$ cat src/rtl/nested_loop_counter.sv
// Three-level nested loop counter (inner/mid/outer) with runtime limits,
// advance enable and a start/busy/done handshake for conv address sequencing.
module nested_loop_counter #(
    parameter int unsigned W0 = 7,
    parameter int unsigned W1 = 7,
    parameter int unsigned W2 = 7
) (
    input  logic          clk,
    input  logic          reset,
    input  logic          start,
    input  logic          en,
    input  logic [W0-1:0] lim0,
    input  logic [W1-1:0] lim1,
    input  logic [W2-1:0] lim2,
    output logic [W0-1:0] cnt0,
    output logic [W1-1:0] cnt1,
    output logic [W2-1:0] cnt2,
    output logic          busy,
    output logic          wrap0,
    output logic          wrap1,
    output logic          done
);

    typedef enum logic {
        IDLE = 1'b0,
        RUN  = 1'b1
    } state_t;

    state_t        state;
    logic [W0-1:0] l0;
    logic [W1-1:0] l1;
    logic [W2-1:0] l2;

    // Carry chain: each level advances only when every inner level is at its limit.
    always_ff @(posedge clk) begin
        if (reset) begin
            state <= IDLE;
            l0    <= '0;
            l1    <= '0;
            l2    <= '0;
            cnt0  <= '0;
            cnt1  <= '0;
            cnt2  <= '0;
            busy  <= 1'b0;
            wrap0 <= 1'b0;
            wrap1 <= 1'b0;
            done  <= 1'b0;
        end else begin
            wrap0 <= 1'b0;
            wrap1 <= 1'b0;
            done  <= 1'b0;
            case (state)
                IDLE: begin
                    if (start) begin
                        l0    <= lim0;
                        l1    <= lim1;
                        l2    <= lim2;
                        cnt0  <= '0;
                        cnt1  <= '0;
                        cnt2  <= '0;
                        busy  <= 1'b1;
                        state <= RUN;
                    end
                end
                RUN: begin
                    if (en) begin
                        if (cnt0 != l0) begin
                            cnt0 <= cnt0 + W0'(1);
                        end else begin
                            cnt0  <= '0;
                            wrap0 <= 1'b1;
                            if (cnt1 != l1) begin
                                cnt1 <= cnt1 + W1'(1);
                            end else begin
                                cnt1  <= '0;
                                wrap1 <= 1'b1;
                                if (cnt2 != l2) begin
                                    cnt2 <= cnt2 + W2'(1);
                                end else begin
                                    cnt2  <= '0;
                                    done  <= 1'b1;
                                    busy  <= 1'b0;
                                    state <= IDLE;
                                end
                            end
                        end
                    end
                end
                default: state <= IDLE;
            endcase
        end
    end

endmodule

$ cat config.mk
export PLATFORM = sky130hd
export DESIGN_NAME = nested_loop_counter
export DESIGN_NICKNAME = d
export VERILOG_FILES = /design/src/rtl/nested_loop_counter.sv
export SDC_FILE = /design/constraint.sdc
export NUM_CORES = 1
export LEC_CHECK = 0
export BUFFER_PORTS_ARGS = -buffer_cell sky130_fd_sc_hd__buf_2
export CAP_MARGIN = 20
export CORE_ASPECT_RATIO = 2
export CORE_MARGIN = 3
export CORE_UTILIZATION = 43
export CTS_CLUSTER_SIZE = 10
export DETAILED_ROUTE_END_ITERATION = 10
export GPL_TIMING_DRIVEN = 0
export PLACE_DENSITY = 0.64
export RECOVER_POWER = 50
export SLEW_MARGIN = 10
export SYNTH_ARGS = -nofsm -noshare
export SYNTH_HDL_FRONTEND = slang
export SYNTH_SLANG_ARGS = --single-unit
$ cat constraint.sdc
create_clock -name clk -period 4.3 [get_ports clk]
set_clock_uncertainty 0.15 [all_clocks]
set_input_delay 0.215 -clock clk [delete_from_list [all_inputs] [get_ports clk]]
set_output_delay 0.215 -clock clk [all_outputs]
set_load 0.01 [all_outputs]
# Word-level counts from Yosys, hierarchy flattened
# Cells that the tools add are included.
# word_totals
wordCells	60
reg_bits	47
input_bits	25
# op_classes
eq_ne	8
muxes	28
addsub	3
bitwise_logic	2
n_reduce_logical	8
# op_table
op	n
$mux W7	10
$pmux W7 S2	3
$add A7 B1 Y7 const B	3
$ne A7 B7 Y1	3
$mux W1	13
$ne A2 B2 Y1 const B	5
$reduce_and A5 Y1	1
$reduce_or A5 Y1	1
$pmux W1 S2	2
$reduce_and A2 Y1	2
$reduce_and A4 Y1	1
$reduce_or A4 Y1	1
$reduce_and A3 Y1	1
$reduce_or A3 Y1	1
$not A1 Y1	2

# Longest topological paths before layout
# logic_depth
depth_word	6
mapped_depth	7
mapped_depth_nobuf	5

# Worst setup path after synthesis
# Ideal clock, no wire load.
# synth_path
path_kind	reg-to-reg
from	reg cnt0[4]
to	reg cnt1[5]
setup_time_ns	0.074
stages_incl_launch_ff	6
required_ns	4.076
arrival_time_ns	1.630
setup_slack_ns	2.446
path_cell_list	dfxtp_1 xor2_1 nor2_1 a41oi_4 or4_1 a31oi_1
# synth_between
elab_chain_len	3
# synth_lines
element	line_no	rtl
start: declaration	15	output logic [W0-1:0] cnt0,
start signal: assignment	68	cnt0 <= cnt0 + W0'(1);
$ne A7 B7 Y1	67	if (cnt0 != l0) begin
$ne A2 B2 Y1 (no line)	n/a	
$reduce_and A3 Y1 (no line)	n/a	
end signal: assignment	73	cnt1 <= cnt1 + W1'(1);
end: declaration	16	output logic [W1-1:0] cnt1,
# No other way between the ends.
# A chain may end at the register's enable or synchronous reset.

# Worst setup path in the final report
# layout_path
from	reg state
to	reg cnt2[2]
# layout_between
elab_chain_len	3
elab_cells_between_ends	7
classes_between	eq/ne: 4; mux: 1; bitwise: 1; reduce/logical: 1
# layout_lines
element	line_no	rtl
start: declaration	29	state_t state;
start signal: assignment	37	state <= IDLE;
start signal: assignment	62	state <= RUN;
start signal: assignment	83	state <= IDLE;
$not A1 Y1 (no line)	n/a	
$ne A2 B2 Y1 (no line)	n/a	
$reduce_and A4 Y1 (no line)	n/a	
end signal: assignment	78	cnt2 <= cnt2 + W2'(1);
end: declaration	17	output logic [W2-1:0] cnt2,
# Parallel ways exist; a longest one is shown, timed or not.

==> metrics <==
status finished, final reports clean; Routability Congestion 0.809; Util after Layout 56.3%; IO Pins 50; Yosys reg bits 47; Residual DRC 0; Mapped Cells 260; syn_area_per_cell 8.35 sq um; DRT Pass-1 Iters 5; Site Rows 36; first-pass GRT wire length 9500 um; GR Util met1 19.3%; Synth cell types 35; sequential share of the synthesized area 43.3%; vias 2097; P_leak 0.00106 uW; layout cells sized above 1 10.7%; Main synth FF type dfxtp_1; clock buffer depth 2; Period minus WS final 2.31 ns; Max Fclk 433 MHz; Post-DP Area 2490 sq um; core area 4860 sq um; Max Cap Viol 0; initial antenna violation count 0; Final Hold Vio Count 0; global-route usage over all layers 20.2%; Post-Layout Inst Area 2740 sq um; Syn. warnings 0; EDFF count, synth 0; area grow syn2layout 26.2%; multi-input logic area 1140 sq um; syn_nets 288; FF/Latch Area 941 sq um; min-delay worst type in2reg; final wirelength 5500 um; # fillers 491; largest net degree at the start of global routing 14; post-route insts no fill 393; Die Ht 107 um; Die Width 56.3 um; cell taking the most area after synthesis dfxtp_1; Cell Pwr Density 336 nW/um^2; count of pins over their slew limit 0; dpl cells 366; worst skew pair latency 0.31 ns; GR Overflow Total 0; vias in the first global route 2166; measured slew at the worst slew-check pin 0.629 ns; Sink Count 47; # port buffers 49; initial core utilization 44.7%; GR met2 Demand/Resource 36.6%; Async S/R FF share, synth 0%; Die Footprint 5990 sq um; fin crit share 53.7%; # diodes 0; setup bufs post-CTS 0; Final ANT Viol Nets 0; kind of critical path reg2reg; Nets 363; Detail Placement HPWL 4210 um; critical path launch point type register; area share of the largest cell type after synthesis 43.3%; Final setup viols 0; Max IR drop VDD 0.257 mV; crit path max fanout 10; setup tns final 0 ns; RSZ-0062 raised after global routing false; clock slew at reported path FFs 0.08 ns; Syn Std Cell Area 2170 sq um; crit end category register; Worst EP arrival 2.37 ns; vias per cell 5.34; commonest non-fill, non-tap cells in the layout 54 x nand2_1, 47 x dfxtp_1, 37 x clkbuf_1; most common cell after layout, fill and taps aside nand2_1; Iter 0 DRT Violations 50; H-tree Lvls 2; met3 usage 4.50%; total CTS buffers 5; Area contributors post-synth dfxtp_1 43%, nand2_1 9.3%, a21oi_1 6.7%; CTS tree yes; root buffer cell clkbuf_8; drt wl/cell 14.0 um; Critical Path RT 4.36 ns; total power 921 uW; GRT Max-Usage Layer met2; Max-Slew Margin vs Limit 58.1%
==> area by class of cell <==
class / count / area share, %
plain buffers: 12 / 1.92
clock buffers: 8 / 3.65
inverters: 9 / 1.23
multi-input cells: 192 / 41.5
flip-flops and latches: 47 / 34.3
well taps: 57 / 2.60
repair buffers: 68 / 14.7
==> Yosys cell counts (2+ instances only) <==
cell and count:
and3_1 2, nand2_1 54, o32ai_1 5, a31oi_1 2, o21ai_0 5, nor4_1 2, xor2_1 15, nor3_1 2
dfxtp_1 47, buf_6 2, xnor2_1 13, nand4_1 4, or3_1 9, ha_1 3, o31ai_1 3, or4_1 3
clkbuf_1 10, inv_1 9, a211oi_1 4, nand3_1 10, a21oi_1 29, nor2_1 14
==> report_power, final <==
group,internal [uW],switching [uW]
Sequential,453,16.2
Combinational,67.9,94.3
Clock,147,143
Total,667,254
==> path summary, 6_finish.rpt <==
path	start	to	slack, ns	cells past startpoint
setup / recovery	state$_SDFF_PP0_	cnt2[2]$_SDFFE_PP0P_	1.99	7
hold / removal	lim1[6]	l1[6]$_SDFFE_PP0P_	0.004	3
setup reg to reg	state$_SDFF_PP0_	cnt2[2]$_SDFFE_PP0P_	1.99	7
hold reg to reg	l2[1]$_SDFFE_PP0P_	l2[1]$_SDFFE_PP0P_	0.32	2
==> critical path, cell delays in order, from the launching register on <==
cell      delay [ns]
dfxtp_1         0.32
clkbuf_1        0.30
mux2_4          0.38
and2_4          0.16
a41oi_4         0.39
buf_6           0.20
a211oi_1        0.05
o32ai_1         0.26
==> cells by family (layout without fill, tap and decap cells) <==
logic type	after synthesis	count (layout)	synth area share, %
mux	1	1	0.691
buf+inv	21	97	4.32
compound gates	54	54	16.1
simple gates	106	106	22.5
flops	47	47	43.3
xor+xnor	28	28	11.3
fa+ha+maj	3	3	1.73
==> layer usage <==
| metal | share of wire [%] | wire length (um) | vias up |
|---|---|---|---|
| li1 | - | - | 1045 |
| met1 | 35 | 1950 | 963 |
| met2 | 54 | 2990 | 67 |
| met3 | 5.0 | 274 | 22 |
| met4 | 5.2 | 286 | 0 |
| met5 | 0 | 0 | - |
==> through the flow <==
stage / worst slack (ns) / hold slack (ns)
global route: 1.89 / 0.00944
CTS: 2.11 / 0.00104
detailed placement: 2.15 / 0.310
floorplan: 2.45 / 0.201
finish: 1.99 / 0.00400
global placement: 2.15 / 0.304
==> registers in the layout (all words and copies together), names as in the netlist <==
signal / flops
cnt0: 7
cnt1: 7
cnt2: 7
l0: 7
l1: 7
l2: 7
busy: 1
done: 1
state: 1
wrap0: 1
wrap1: 1
==> repair_timing <==
item,in CTS,in global routing
endpoints found under the hold margin,19,0
hold buffers,19,0
gates resized for setup,0,0
(Power assumes the default switching activity.)
